--- src/rtl/multicycle_controller_if.sv ---
// Control and handshake bundle between the multicycle controller and the datapath/memories.
// Latency: none, wires only; master = controller side, slave = datapath side.
// Backpressure: memory readiness flows in on imem_ready/dmem_ready; requests stay high until ready.
interface multicycle_controller_if;
    // decoder and memory status into the controller
    logic [5:0] opcode;
    logic       ins_zero;
    logic       alu_zero;
    logic       imem_ready;
    logic       dmem_ready;

    // datapath enables and muxes out of the controller
    logic       imem_req;
    logic       ir_write;
    logic       pc_write;
    logic [1:0] pc_src;
    logic [3:0] alu_op;
    logic       alu_src_imm;
    logic       dmem_req;
    logic       dmem_we;
    logic       reg_write;
    logic       mem_to_reg;
    logic       halted;
    logic       illegal;
    logic       bus_error;
    logic [2:0] state;

    modport master (
        input  opcode, ins_zero, alu_zero, imem_ready, dmem_ready,
        output imem_req, ir_write, pc_write, pc_src, alu_op, alu_src_imm,
               dmem_req, dmem_we, reg_write, mem_to_reg,
               halted, illegal, bus_error, state
    );

    modport slave (
        output opcode, ins_zero, alu_zero, imem_ready, dmem_ready,
        input  imem_req, ir_write, pc_write, pc_src, alu_op, alu_src_imm,
               dmem_req, dmem_we, reg_write, mem_to_reg,
               halted, illegal, bus_error, state
    );
endinterface

--- src/rtl/multicycle_controller.sv ---
// Multi-cycle control FSM: fetch, decode, execute, memory and writeback sequencing for the core.
// Latency: 2 (NOP) to 5 (LW) cycles per instruction with zero-wait memories.
// Backpressure: FETCH/MEM hold their request until ready; WAIT_LIMIT unanswered cycles halt with bus_error.
module multicycle_controller #(
    parameter int WAIT_LIMIT = 15,   // must be >= 1
    parameter int CNT_W      = 4     // must satisfy 2**CNT_W > WAIT_LIMIT
) (
    input  logic                    clk,
    input  logic                    rst,
    multicycle_controller_if.master bus
);

    typedef enum logic [2:0] {
        S_IDLE   = 3'd0,
        S_FETCH  = 3'd1,
        S_DECODE = 3'd2,
        S_EXEC   = 3'd3,
        S_MEM    = 3'd4,
        S_WB     = 3'd5,
        S_HALT   = 3'd7
    } state_t;

    typedef enum logic [2:0] {
        C_RTYPE,
        C_ITYPE,
        C_LW,
        C_SW,
        C_BEQ,
        C_BNE,
        C_ILL
    } op_class_t;

    // Instruction class of a 6-bit opcode; NOP is handled separately via ins_zero.
    function automatic op_class_t classify(input logic [5:0] op);
        op_class_t c;
        casez (op)
            6'b00????: c = C_RTYPE;
            6'b010???: c = C_ITYPE;
            6'b011000: c = C_LW;
            6'b011001: c = C_SW;
            6'b011010: c = C_BEQ;
            6'b011011: c = C_BNE;
            default:   c = C_ILL;
        endcase
        return c;
    endfunction

    state_t             state_q;
    state_t             state_d;
    logic [CNT_W-1:0]   wait_cnt;
    logic [5:0]         opcode_q;
    logic               halt_illegal;
    logic               halt_bus;
    logic               waiting;
    logic               at_limit;
    op_class_t          live_cls;
    op_class_t          exec_cls;

    logic               halted_q;
    logic               illegal_q;
    logic               bus_error_q;

    logic               imem_req_c;
    logic               ir_write_c;
    logic               pc_write_c;
    logic [1:0]         pc_src_c;
    logic [3:0]         alu_op_c;
    logic               alu_src_imm_c;
    logic               dmem_req_c;
    logic               dmem_we_c;
    logic               reg_write_c;
    logic               mem_to_reg_c;
    logic [3:0]         alu_op_dec;
    logic               alu_src_dec;

    // DECODE looks at the live opcode; everything after uses the copy captured at the end of DECODE.
    assign live_cls = classify(bus.opcode);
    assign exec_cls = classify(opcode_q);

    // A request is waiting when it is out and its memory has not answered this cycle.
    assign waiting  = ((state_q == S_FETCH) && !bus.imem_ready) ||
                      ((state_q == S_MEM)   && !bus.dmem_ready);
    assign at_limit = (wait_cnt == CNT_W'(WAIT_LIMIT));

    // State register, wait counter (cleared on any state change) and opcode capture.
    always_ff @(posedge clk or posedge rst) begin
        if (rst) begin
            state_q  <= S_IDLE;
            wait_cnt <= '0;
            opcode_q <= '0;
        end else begin
            state_q <= state_d;
            if (state_d != state_q) begin
                wait_cnt <= '0;
            end else if (waiting) begin
                wait_cnt <= wait_cnt + CNT_W'(1);
            end
            if (state_q == S_DECODE) begin
                opcode_q <= bus.opcode;
            end
        end
    end

    // Sticky halt flags, set on the edge that enters HALT and held until reset.
    always_ff @(posedge clk or posedge rst) begin
        if (rst) begin
            halted_q    <= 1'b0;
            illegal_q   <= 1'b0;
            bus_error_q <= 1'b0;
        end else if (halt_illegal || halt_bus) begin
            halted_q    <= 1'b1;
            illegal_q   <= halt_illegal;
            bus_error_q <= halt_bus;
        end
    end

    // Next-state logic; a ready arriving on the limit cycle wins over the timeout.
    always_comb begin
        state_d      = state_q;
        halt_illegal = 1'b0;
        halt_bus     = 1'b0;
        case (state_q)
            S_IDLE: begin
                state_d = S_FETCH;
            end
            S_FETCH: begin
                if (bus.imem_ready) begin
                    state_d = S_DECODE;
                end else if (at_limit) begin
                    state_d  = S_HALT;
                    halt_bus = 1'b1;
                end
            end
            S_DECODE: begin
                if (bus.ins_zero) begin
                    state_d = S_FETCH;
                end else if (live_cls == C_ILL) begin
                    state_d      = S_HALT;
                    halt_illegal = 1'b1;
                end else begin
                    state_d = S_EXEC;
                end
            end
            S_EXEC: begin
                case (exec_cls)
                    C_RTYPE, C_ITYPE: state_d = S_WB;
                    C_LW, C_SW:       state_d = S_MEM;
                    default:          state_d = S_FETCH;
                endcase
            end
            S_MEM: begin
                if (bus.dmem_ready) begin
                    state_d = (exec_cls == C_SW) ? S_FETCH : S_WB;
                end else if (at_limit) begin
                    state_d  = S_HALT;
                    halt_bus = 1'b1;
                end
            end
            S_WB: begin
                state_d = S_FETCH;
            end
            S_HALT: begin
                state_d = S_HALT;
            end
            default: begin
                state_d = S_IDLE;
            end
        endcase
    end

    // ALU function and operand-B select for the captured instruction.
    always_comb begin
        alu_op_dec  = 4'd0;
        alu_src_dec = 1'b0;
        case (exec_cls)
            C_RTYPE: begin
                alu_op_dec  = opcode_q[3:0];
            end
            C_ITYPE: begin
                alu_op_dec  = opcode_q[3:0];
                alu_src_dec = 1'b1;
            end
            C_LW, C_SW: begin
                alu_op_dec  = 4'b0000;
                alu_src_dec = 1'b1;
            end
            C_BEQ, C_BNE: begin
                alu_op_dec  = 4'b0001;
            end
            default: begin
                alu_op_dec  = 4'd0;
            end
        endcase
    end

    // Datapath controls: requests/writeback from state, IR/PC writes gated by ready or branch outcome.
    always_comb begin
        imem_req_c    = 1'b0;
        ir_write_c    = 1'b0;
        pc_write_c    = 1'b0;
        pc_src_c      = 2'b00;
        alu_op_c      = 4'd0;
        alu_src_imm_c = 1'b0;
        dmem_req_c    = 1'b0;
        dmem_we_c     = 1'b0;
        reg_write_c   = 1'b0;
        mem_to_reg_c  = 1'b0;
        case (state_q)
            S_FETCH: begin
                imem_req_c = 1'b1;
                if (bus.imem_ready) begin
                    ir_write_c = 1'b1;
                    pc_write_c = 1'b1;
                    pc_src_c   = 2'b00;
                end
            end
            S_EXEC: begin
                alu_op_c      = alu_op_dec;
                alu_src_imm_c = alu_src_dec;
                if (((exec_cls == C_BEQ) &&  bus.alu_zero) ||
                    ((exec_cls == C_BNE) && !bus.alu_zero)) begin
                    pc_write_c = 1'b1;
                    pc_src_c   = 2'b01;
                end
            end
            S_MEM: begin
                alu_op_c      = alu_op_dec;
                alu_src_imm_c = alu_src_dec;
                dmem_req_c    = 1'b1;
                dmem_we_c     = (exec_cls == C_SW);
            end
            S_WB: begin
                alu_op_c      = alu_op_dec;
                alu_src_imm_c = alu_src_dec;
                reg_write_c   = 1'b1;
                mem_to_reg_c  = (exec_cls == C_LW);
            end
            default: begin
                imem_req_c = 1'b0;
            end
        endcase
    end

    assign bus.imem_req    = imem_req_c;
    assign bus.ir_write    = ir_write_c;
    assign bus.pc_write    = pc_write_c;
    assign bus.pc_src      = pc_src_c;
    assign bus.alu_op      = alu_op_c;
    assign bus.alu_src_imm = alu_src_imm_c;
    assign bus.dmem_req    = dmem_req_c;
    assign bus.dmem_we     = dmem_we_c;
    assign bus.reg_write   = reg_write_c;
    assign bus.mem_to_reg  = mem_to_reg_c;
    assign bus.halted      = halted_q;
    assign bus.illegal     = illegal_q;
    assign bus.bus_error   = bus_error_q;
    assign bus.state       = state_q;

endmodule

--- src/flat_wrapper.sv ---
// flat-port wrapper written by rule: the top's interface ports become plain ports
module multicycle_controller_flat 
#(
    parameter int WAIT_LIMIT = 15,                  
    parameter int CNT_W      = 4                                          
)
  (clk, rst, bus_opcode, bus_ins_zero, bus_alu_zero, bus_imem_ready, bus_dmem_ready, bus_imem_req, bus_ir_write, bus_pc_write, bus_pc_src, bus_alu_op, bus_alu_src_imm, bus_dmem_req, bus_dmem_we, bus_reg_write, bus_mem_to_reg, bus_halted, bus_illegal, bus_bus_error, bus_state);
  multicycle_controller_if bus_i ();
  input  logic clk;
  input  logic rst;
  input wire logic [$bits(bus_i.opcode)-1:0] bus_opcode;
  input wire logic [$bits(bus_i.ins_zero)-1:0] bus_ins_zero;
  input wire logic [$bits(bus_i.alu_zero)-1:0] bus_alu_zero;
  input wire logic [$bits(bus_i.imem_ready)-1:0] bus_imem_ready;
  input wire logic [$bits(bus_i.dmem_ready)-1:0] bus_dmem_ready;
  output wire logic [$bits(bus_i.imem_req)-1:0] bus_imem_req;
  output wire logic [$bits(bus_i.ir_write)-1:0] bus_ir_write;
  output wire logic [$bits(bus_i.pc_write)-1:0] bus_pc_write;
  output wire logic [$bits(bus_i.pc_src)-1:0] bus_pc_src;
  output wire logic [$bits(bus_i.alu_op)-1:0] bus_alu_op;
  output wire logic [$bits(bus_i.alu_src_imm)-1:0] bus_alu_src_imm;
  output wire logic [$bits(bus_i.dmem_req)-1:0] bus_dmem_req;
  output wire logic [$bits(bus_i.dmem_we)-1:0] bus_dmem_we;
  output wire logic [$bits(bus_i.reg_write)-1:0] bus_reg_write;
  output wire logic [$bits(bus_i.mem_to_reg)-1:0] bus_mem_to_reg;
  output wire logic [$bits(bus_i.halted)-1:0] bus_halted;
  output wire logic [$bits(bus_i.illegal)-1:0] bus_illegal;
  output wire logic [$bits(bus_i.bus_error)-1:0] bus_bus_error;
  output wire logic [$bits(bus_i.state)-1:0] bus_state;
  assign bus_i.opcode = bus_opcode;
  assign bus_i.ins_zero = bus_ins_zero;
  assign bus_i.alu_zero = bus_alu_zero;
  assign bus_i.imem_ready = bus_imem_ready;
  assign bus_i.dmem_ready = bus_dmem_ready;
  assign bus_imem_req = bus_i.imem_req;
  assign bus_ir_write = bus_i.ir_write;
  assign bus_pc_write = bus_i.pc_write;
  assign bus_pc_src = bus_i.pc_src;
  assign bus_alu_op = bus_i.alu_op;
  assign bus_alu_src_imm = bus_i.alu_src_imm;
  assign bus_dmem_req = bus_i.dmem_req;
  assign bus_dmem_we = bus_i.dmem_we;
  assign bus_reg_write = bus_i.reg_write;
  assign bus_mem_to_reg = bus_i.mem_to_reg;
  assign bus_halted = bus_i.halted;
  assign bus_illegal = bus_i.illegal;
  assign bus_bus_error = bus_i.bus_error;
  assign bus_state = bus_i.state;
  multicycle_controller #(.WAIT_LIMIT(WAIT_LIMIT), .CNT_W(CNT_W)) u_core (.clk(clk), .rst(rst), .bus(bus_i));
endmodule
--- config.mk ---
export PLATFORM = sky130hd
export DESIGN_NAME = multicycle_controller_flat
export DESIGN_NICKNAME = d
export VERILOG_FILES = /design/src/rtl/multicycle_controller_if.sv /design/src/rtl/multicycle_controller.sv /design/src/flat_wrapper.sv
export SDC_FILE = /design/constraint.sdc
export NUM_CORES = 1
export LEC_CHECK = 0
export BUFFER_PORTS_ARGS = -buffer_cell sky130_fd_sc_hd__buf_2
export CELL_PAD_IN_SITES_DETAIL_PLACEMENT = 1
export CELL_PAD_IN_SITES_GLOBAL_PLACEMENT = 1
export CORE_MARGIN = 1.5
export CORE_UTILIZATION = 35
export DETAILED_ROUTE_END_ITERATION = 8
export PLACE_DENSITY = 0.71
export SYNTH_ARGS = -nofsm -noshare
export SYNTH_HDL_FRONTEND = slang
export SYNTH_SLANG_ARGS = --single-unit
--- constraint.sdc ---
create_clock -name clk -period 2.5 [get_ports clk]
set_input_delay 0.5 -clock clk [delete_from_list [all_inputs] [get_ports clk]]
set_output_delay 0.5 -clock clk [all_outputs]
set_load 0.02 [all_outputs]
; Word-level counts from Yosys, hierarchy flattened
; Index checks and enable logic that the tools add are counted.
[word_totals]
ramBits = 0
latchBits = 0
memories = 0
wordCells = 86
mem_bits_ro = 0
regBits = 16
[classes]
n_mul = 0
bitwise = 0
n_eq_ne = 24
muxes = 34
n_reduce_logical = 21
n_lt_le_gt_ge = 0
n_addsub = 1
div_mod_pow = 0
shifts = 0
[op_table]
columns = cell, n
row1 = one-hot mux 3 bit (6 select lines), 3
row2 = equality test 6 x 5 -> 1 bit (second input constant), 8
row3 = equality test 3 x 2 -> 1 bit (second input constant), 6
row4 = equality test 3 bit (second input constant), 6
row5 = two-way mux 3 bit, 6
row6 = two-way mux 1 bit, 17
row7 = two-way mux 4 bit, 3
row8 = one-hot mux 4 bit (2 select lines), 1
row9 = OR reduction 2 bit, 4
row10 = equality test 3 x 1 -> 1 bit (second input constant), 2
row11 = logical NOT 3 bit, 2
row12 = one-hot mux 3 bit (2 select lines), 1
row13 = OR reduction 3 bit, 2
row14 = adder 4 x 1 -> 4 bit (second input constant), 1
row15 = equality test 4 bit (second input constant), 1
row16 = logical AND 1 bit, 4
row17 = logical NOT 2 bit, 2
row18 = one-hot mux 1 bit (2 select lines), 2
row19 = logical NOT 1 bit, 3
row20 = logical OR 1 bit, 3
row21 = != test 3 bit, 1
row22 = two-way mux 2 bit, 1
row23 = nonzero test 2 bit, 1

; Depth between registers and ports, before layout
; Gate-level depths: netlist (run 1).
[logic_depth]
ltp_word = 8
mapped_depth = 6
mapped_depth_nobuf = 6

; Worst setup path before layout (run 1)
; Ideal clock, no wire load.
[synth_path]
kind = reg-to-output
startpoint = register u_core.opcode_q[4]
endpoint = output port bus_pc_write
required_ps = 2000
slack_ps = 86
arrival_ps = 1914
path_stages_with_launch = 6
cell_sequence = dfrtp_1 or2b_1 a21oi_1 xnor2_1 nor4_1 or2_2
[synth_via]
elab_chain_cells = 7
elab_cells_between_ends = 14
[synth_rtl]
columns = element, line
row1 = "start, declared", multicycle_controller.sv:51  ; logic [5:0] opcode_q;
row2 = "start signal, assigned", multicycle_controller.sv:99  ; opcode_q <= bus.opcode;
row3 = "equality test 6 x 5 -> 1 bit, or another cell as far along", multicycle_controller.sv:36  ; casez (op)
row4 = one-hot mux 3 bit (6 select lines) *, multicycle_controller.sv:36
row5 = "equality test 3 bit, on equally long branches", "multicycle_controller.sv:220, multicycle_controller.sv:221"
row6 = "logical AND 1 bit, on equally long branches", "multicycle_controller.sv:220, multicycle_controller.sv:221"
row7 = logical OR 1 bit *, multicycle_controller.sv:220  ; if (((exec_cls == C_BEQ) && bus.alu_zero) ||
row8 = two-way mux 1 bit *, multicycle_controller.sv:220
row9 = one-hot mux 1 bit (2 select lines) *, multicycle_controller.sv:208  ; case (state_q)
row10 = "end, declared", flat_wrapper.sv:18  ; output wire logic [$bits(bus_i.pc_write)-1:0] bus_pc_write;
; Mark *: on every way between the ends. The rest lies on a longest branch, timed or not.

; Worst setup path in the final report (run 1)
[layout_path]
startpoint = register u_core.opcode_q[5]
endpoint = output port bus_pc_write
; Same word-level chain as after synthesis.

==> results list, run 1 <==
- For the worst-skew pair, the clock arrives at the later sink with an insertion delay of 280 ps.
- The internal power of the cells totals 0.8234 mW.
- Final Cycle Share: 92.29%
- Dpl hpwl: 2.217 mm
- STA puts the critical path data arrival time at 1810 ps.
* Critical Path RT: 2000 ps
- Counting every instance in the synthesized netlist gives 114.
- The run finished with clean final reports.
* Via count: 964
* Floorplan core area: 3028 sq um
- The worst-case IR drop observed on VDD is 0.5234 mV.
- Vias in the first global route: 988
* Maximum level of the CTS H-tree: 1
- The layout has 367 filler cells.
- The first routing iteration left 40 violations.
- No sink is reached through more buffers than the 2 on the longest clock path.
- Switching Power: 0.7332 mW
* Vias per Instance: 5.101
* CTS Root Buffer Type: sky130_fd_sc_hd__clkbuf_4
- Wire length of the first global-routing pass: 4.636 mm
* Total track usage: 17.11%
- Pin count of the biggest net entering global routing: 21
* Share of power burned in the clock network: 10.9%
- The floorplan has 20 rows.
- Yosys cell types: 47
* Static Leakage: 0.6349 nW
- Placed Area: 1290 sq um
- On the worst path, the slowest cell contributes a delay of 450 ps.
- Power Density: 1159 nW/um^2
* Post-Synthesis Net Count: 127
- Sequential cells were found to cover 36.45% of the synthesized design area.
- Setup TNS: 0 ps
- Flop and latch count out of synthesis: 16
* Area enclosed by the die boundary: 3484 sq um
* Worst relative slew slack: 59.39%
* DIE WIDTH: 59.03 um
* Number of routed nets with antenna violations: 0
- Element type at the critical path start: flop
- Setup repair after global routing left no endpoint under its margin.
- Count of synthesis-stage warnings from yosys: 0
- Max FO, Critical Path: 6
- TritonCTS built the clock tree.
* Switching share of power: 47.10%
* Number of antenna violations at the first check in global routing: 0
- Number of pins exceeding their max-slew limit in the final report: 0
- Share of synthesized flip-flops with an asynchronous set or reset: 100.0%
* Hold WC Path Type: input pin to asynchronous set/reset pin
- Number of setup buffers added after CTS: 0
- Gate power share: 54.8%
- Once the floorplan was initialized, standard cells occupied 36.28% of the core.
- Compared with the post-synthesis result, the final layout area differs by 22.21%.
- The signal on the critical path passes through or2b_1 > a21oi_2 > xnor2_1 > nor4_2 > or2_2 > buf_2.
- A synthesized cell averages 9.636 sq um.
- Crit Path Class: flop to output port
- Final count of hold timing violations: 0
* Top_reg_cell synth: sky130_fd_sc_hd__dfrtp_1
* Vertical extent of the die: 59.03 um
* Final weighted congestion of routability-driven global placement: 0.8114
- The repair_antennas step left the layout with diodes totalling 0.
* Area of the mapped netlist: 1099 sq um
* Clock transition at path regs: 100 ps
- For the final database, setup skew stands at 2.557 ps.
- Final critical-path required period: 2307 ps
- Net total in the final layout: 159
- Number of buffers added by the clock tree synthesis step: 3
* Pre-antenna DRT Iters: 4
- Fmax: 0.4334 GHz
- Slowest cell on crit path: sky130_fd_sc_hd__dfrtp_1
- Avg WL per Cell: 14.44 um
- The worst setup path is captured at an output port.
- The routed design has 2.729 mm of wire.
* Number of buffers inserted by port buffering: 30
* Post-Layout Inst Area: 1343 sq um
- Slew at the pin closest to its max-slew limit: 608.5 ps
- Ports placed on the boundary: 32
- Across the run, the number of max-cap violations was 0.
- Summed over all layers, the global routing overflow is 0.
- Clk sink count: 16
- Setup Viol. Count Final: 0
- Total DRC errors in the routed layout: 0
- Flop pwr share: 34.3%
* Fraction of layout cells with a size suffix above 1: 39.31%
- Post-synth EDFFs: 0
[metrics by stage]
stage | cells | setup WS [ps] | hold WS, ps | util (%) | total power, mW
finish | 189 | 192.9 | 270.6 | 44.34 | 1.557
global route | 189 | 20.83 | 323.4 | 44.34 | 1.685
CTS | 189 | 6.914 | 298.9 | 43.80 | 1.554
detailed placement | 185 | 332.9 | 467.9 | 42.60 | 1.378
global placement | 185 | 415.3 | 460.8 | 42.60 | 1.345
floorplan | 114 | 86.08 | 413.7 | - | 1.138
[cell usage in the layout, fill, tap and decap left out, drive strengths merged, types with 3 or more instances in the layout]
| cell | Yosys | routed |
|---|---|---|
| a21oi | 5 | 5 |
| nand2b | 3 | 3 |
| mux2 | 5 | 5 |
| buf | 4 | 33 |
| nand2 | 9 | 9 |
| nor3b | 4 | 4 |
| nor3 | 6 | 6 |
| inv | 4 | 4 |
| and3 | 5 | 5 |
| clkbuf | 2 | 4 |
| nor2 | 6 | 6 |
| nand3 | 4 | 4 |
| o21ai | 5 | 5 |
| dfrtp | 16 | 16 |
[layer usage]
| layer | vias up | GRT usage, % | routed length (um) | share of wire, % |
|---|---|---|---|---|
| met4 | 0 | 3.896 | 12 | 0.44 |
| li1 | 476 | - | - | - |
| met1 | 470 | 23.11 | 1256 | 46 |
| met2 | 16 | 29.37 | 1390 | 51 |
| met5 | - | 0 | 0 | 0 |
| met3 | 2 | 1.965 | 70 | 2.6 |
[final cells by class]
type | instances | area (sq um) | area share (%)
multi-input cells | 88 | 659.4 | 49.11
flip-flops and latches | 16 | 404.1 | 30.10
repair buffers | 33 | 172.7 | 12.86
well taps | 44 | 55.05 | 4.101
clock buffers | 4 | 36.28 | 2.703
inverters | 4 | 15.01 | 1.118
[cell usage after synthesis, types with 2 or more instances]
cell	n	area, sq um
sky130_fd_sc_hd__nand2b_1	3	18.77
sky130_fd_sc_hd__a211oi_1	2	15.01
sky130_fd_sc_hd__and3b_1	2	17.52
sky130_fd_sc_hd__a21o_1	2	15.01
sky130_fd_sc_hd__a31oi_1	2	12.51
sky130_fd_sc_hd__xnor2_1	2	17.52
sky130_fd_sc_hd__nand2_1	9	33.78
sky130_fd_sc_hd__buf_2	2	10.01
sky130_fd_sc_hd__inv_1	4	15.01
sky130_fd_sc_hd__a21oi_1	4	20.02
sky130_fd_sc_hd__dfrtp_1	16	400.4
sky130_fd_sc_hd__and3_1	4	25.02
sky130_fd_sc_hd__clkbuf_1	2	7.510
sky130_fd_sc_hd__o21ai_0	5	25.02
sky130_fd_sc_hd__mux2_2	5	56.30
sky130_fd_sc_hd__or3b_1	2	17.52
sky130_fd_sc_hd__o211a_1	2	20.02
sky130_fd_sc_hd__nand3_1	4	20.02
sky130_fd_sc_hd__nor2_1	6	22.52
sky130_fd_sc_hd__nor3b_1	2	15.01
sky130_fd_sc_hd__xor2_1	2	17.52
sky130_fd_sc_hd__mux2i_1	2	20.02
sky130_fd_sc_hd__nor3_1	6	30.03
[critical path: cells and delay by family, from the launching register on]
kind                   cells  cell delay [ps]
AND/OR/NAND/NOR            3              620
flip-flops                 1              450
AO/OA/AOI/OAI              1              160
buffers and inverters      1              160
XOR/XNOR                   1              150
[state kept, by name, indices dropped and copies added (netlist names)]
signal	count
u_core.opcode_q	6
u_core.bus.bus_error	1
u_core.wait_cnt	4
u_core.bus.state	3
u_core.bus.illegal	1
u_core.bus.halted	1
[power groups by stage]
stage / clock network [mW] / logic, mW / registers, mW
finish: 0.170 / 0.853 / 0.534
global route: 0.189 / 0.935 / 0.562
CTS: 0.179 / 0.849 / 0.526
detailed placement: 0 / 0.846 / 0.532
global placement: 0 / 0.818 / 0.526
floorplan: 0 / 0.623 / 0.515
[final timing paths]
kind | from | endpoint | slack [ps] | cells past startpoint
max | u_core.opcode_q[5] | bus_pc_write | 190 | 6
min | rst | u_core.bus.illegal | 270 | 2
max reg2reg | u_core.bus.state[0] | u_core.wait_cnt[0] | 480 | 6
min reg2reg | u_core.bus.halted | u_core.bus.halted | 480 | 2
max in group asynchronous | rst | u_core.opcode_q[4] | 1800 | 2
min in group clk | bus_opcode[1] | u_core.opcode_q[1] | 440 | 2
[logic make-up after synthesis]
logic type / share of synthesized area, %
compound gates: 17.65
other cells: 0.3414
flops: 36.45
simple gates: 29.62
buf+inv: 4.670
fa+ha+maj: 1.139
mux: 6.947
xor+xnor: 3.190
[repair_timing]
item | CTS | global route
resized for setup | 0 | 6
setup endpoints to repair | 0 | 8
hold buffers | 0 | 0
Power figures use the tool's default switching activity.
==> run 2, diff against run 1 <==
CORE_ASPECT_RATIO = 0.7   (was default)
CORE_UTILIZATION = 32   (was 35)
PLACE_DENSITY = 0.66   (was 0.71)
==> run 2 against run 1 <==
  * Routed wire length increased by 5.9%
  * Cell count rose by 1.6%
  * Count of clock-buffer cells in the layout is 1 lower
  * Via count rose by 2.9%
  * Cell area is 0.75% higher
  * Sequential share of layout area fell by 0.22 points
  * Clock skew up 0.53 ps
  * Critical path depth stayed put
  * Worst hold slack better by 48 ps
  * Global-route usage decreased by 0.26 points
  * Clock power increased by 14%
  * Fmax is 2.4% lower
  * Largest power group unchanged
==> results list, run 2 (synthesized netlist as in run 1, its figures left out) <==
- The detailed-route vias per instance was 5.167 (was 5.101).
- Slowest cell on crit path: sky130_fd_sc_hd__dfrtp_1 (unchanged)
- Wire length of the first global-routing pass: 4.864 mm (was 4.636 mm)
* Setup TNS: 0 ps (unchanged)
- The highest achievable clock rate came to 0.4232 GHz (was 0.4334 GHz).
* Via count: 992 (was 964)
- The number of optimization iterations in the first detailed-route pass was 4 (unchanged).
- Max FO, Critical Path: 6 (unchanged)
- Number of buffers added to fix hold violations after cts: 0 (unchanged)
- Hold WC Path Type: input pin to asynchronous set/reset pin (unchanged)
- Crit-path max cell delay: 450 ps (about the same)
- RSZ-0062 raised after global routing: no (unchanged).
- The net total in the final layout was 160 (was 159).
- Result of the run: finished, final reports clean (unchanged)
- The root buffer cell is sky130_fd_sc_hd__clkbuf_8 (was sky130_fd_sc_hd__clkbuf_4).
- Final weighted congestion of routability-driven global placement: 0.7376 (was 0.8114)
- Critical Path RT: 2000 ps (about the same)
- The area of the placeable core came to 3212 sq um (was 3028 sq um).
* Number of buffers added by the clock tree synthesis step: 3 (unchanged)
- The arrival time at the worst endpoint came to 1860 ps (was 1810 ps).
* Crit Reg-Reg Endpoint: u_core.wait_cnt[2] (was u_core.wait_cnt[0])
- The final routed wire length divided by cell count was 15.06 um (was 14.44 um).
- Capturing element type of the critical path: output port (unchanged)
- The number of design-rule violations left by the first detailed-router iteration came to 41 (was 40).
* CP delay by family, top: simple AND/OR/NAND/NOR gates (unchanged)
- The post-route DRC violation count was 0 (unchanged).
- Element type at the critical path start: flop (unchanged)
- The total half-perimeter wirelength after legalization and detailed placement is 2.247 mm (was 2.217 mm).
- The effective utilization at floorplan was 34.20% (was 36.28%).
* Source of the worst register-to-register timing path: u_core.bus.state[0] (unchanged)
* Clock transition at path regs: 60 ps (was 100 ps)
- The transition at the pin with the smallest max-transition slack came to 614.5 ps (was 608.5 ps).
* Vias in the first global route: 997 (was 988)
* DIE WIDTH: 73.03 um (was 59.03 um)
* Total track usage: 16.85% (was 17.11%)
- The maximum level of the CTS H-tree came to 1 (unchanged).
* Leading cell types in the layout, fill and taps excluded: 30 x sky130_fd_sc_hd__buf_2, 13 x sky130_fd_sc_hd__dfrtp_1, 9 x sky130_fd_sc_hd__nand2_1 (unchanged)
- The number of port buffers is 30 (unchanged).
- Number of antenna violations at the first check in global routing: 0 (unchanged)
- Post-detailed-routing wire length: 2.891 mm (was 2.729 mm)
- The kind of critical path is flop to output port (unchanged).
- Final count of hold timing violations: 0 (unchanged)
* Setup clock skew after layout: 3.084 ps (was 2.557 ps)
* Bufs and invs on worst path: 1 (unchanged)
* Most common cell after layout, fill and taps aside: sky130_fd_sc_hd__buf_2 (unchanged)
- Area enclosed by the die boundary: 3799 sq um (was 3484 sq um)
- TritonCTS clock tree: built (unchanged)
* Placed insts: 189 (was 185)
- Setup Viol. Count Final: 0 (unchanged)
- The number of diodes is 0 (unchanged).
* Non-Filler Instances: 192 (was 189)
- Power Density: 1174 nW/um^2 (was 1159 nW/um^2)
* Worst relative slew slack: 58.99% (was 59.39%)
- Final Cycle Share: 94.51% (was 92.29%)
* Synthesis-to-layout area growth: 23.12% (was 22.21%)
- Largest reg by FF count: u_core.opcode_q (unchanged)
* Number of routed nets with antenna violations: 0 (unchanged)
- The register-to-register setup slack is 530 ps (was 480 ps).
- Flip-flop count of the largest register, all copies and words added: 6 (unchanged)
- The number of cell rows is 17 (was 20).
- The maximum count of clock buffers along a single path is 2 (unchanged).
- Final critical-path required period: 2363 ps (was 2307 ps)
* Fraction of layout cells with a size suffix above 1: 37.93% (was 39.31%)
- Ports placed on the boundary: 32 (unchanged)
- Grt total ovfl: 0 (unchanged)
- Number of pins exceeding their max-slew limit in the final report: 0 (unchanged)
- Worst vdd rail ir drop: 0.5400 mV (was 0.5234 mV)
- Depth of the worst register-to-register path: 6 (unchanged)
- Crit-path cells: or2b_1 > a21oi_1 > xnor2_1 > nor4_2 > or2_2 > buf_2 (was or2b_1 > a21oi_2 > xnor2_1 > nor4_2 > or2_2 > buf_2)
* # Max-Cap Violations: 0 (unchanged)
- Clk sink count: 16 (unchanged)
- Static Leakage: 0.6412 nW (was 0.6349 nW)
- Clk_lat worst skew: 250 ps (was 280 ps)
* Vertical extent of the die: 52.02 um (was 59.03 um)
- Pin count of the biggest net entering global routing: 21 (unchanged)
## run 2: cell count changes in the layout (fill, tap and decap cells not counted), sizes merged
cell / previous run / this run
buf: 33 / 34
clkbuf: 4 / 3
## run 2: metrics by stage
step / hold WS, ps / utilization [%] / worst slack (ps) / power [mW] / instance area, sq um
2_1_floorplan: 413.7 / - / 86.08 / 1.138 / 1099
3_3_place_gp: 455.4 / 40.51 / 360.3 / 1.350 / 1301
3_5_place_dp: 470.5 / 40.51 / 319.2 / 1.384 / 1301
4_1_cts: 346.5 / 41.80 / 31.50 / 1.587 / 1343
5_1_grt: 358.6 / 42.11 / 12.04 / 1.709 / 1353
6_report: 318.7 / 42.11 / 137.2 / 1.588 / 1353
## run 2: final cells by class
class	instances	area, sq um
clock buffers	3	41.29
fillers	383	1859
inverters	4	15.01
multi-input cells	88	653.1
flip-flops and latches	16	404.1
well taps	47	58.81
repair buffers	34	180.2
## run 2: how the worst max path moves through the flow
stage	cells after the start	startpoint	endpoint	slack, ps
detailed placement	6	u_core.opcode_q[4]	bus_pc_write	320
finish	6	u_core.opcode_q[5]	bus_pc_write	140
global placement	6	u_core.opcode_q[4]	bus_pc_write	360
global route	6	u_core.opcode_q[5]	bus_pc_write	10
CTS	6	u_core.opcode_q[4]	bus_pc_write	30
floorplan	5	u_core.opcode_q[4]	bus_pc_write	90
## run 2: timing repair
action	CTS	global route
setup endpoints to repair	0	2
setup buffers	0	0
resized for setup	0	4
## run 2: per-layer routing
metal  GRT usage (%)  wire length, um  vias up
li1                -                -      479
met1           25.39             1550      486
met2           25.30             1234       25
met3           1.744               96        2
met4           4.717                9        0
met5               0                0        -
## run 2: power by group
| part | switching, mW | leakage, nW | internal (mW) |
|---|---|---|---|
| registers | 0.189 | 0.194 | 0.363 |
| logic | 0.472 | 0.426 | 0.370 |
| clock network | 0.0868 | 0.0216 | 0.107 |
| total | 0.748 | 0.641 | 0.840 |
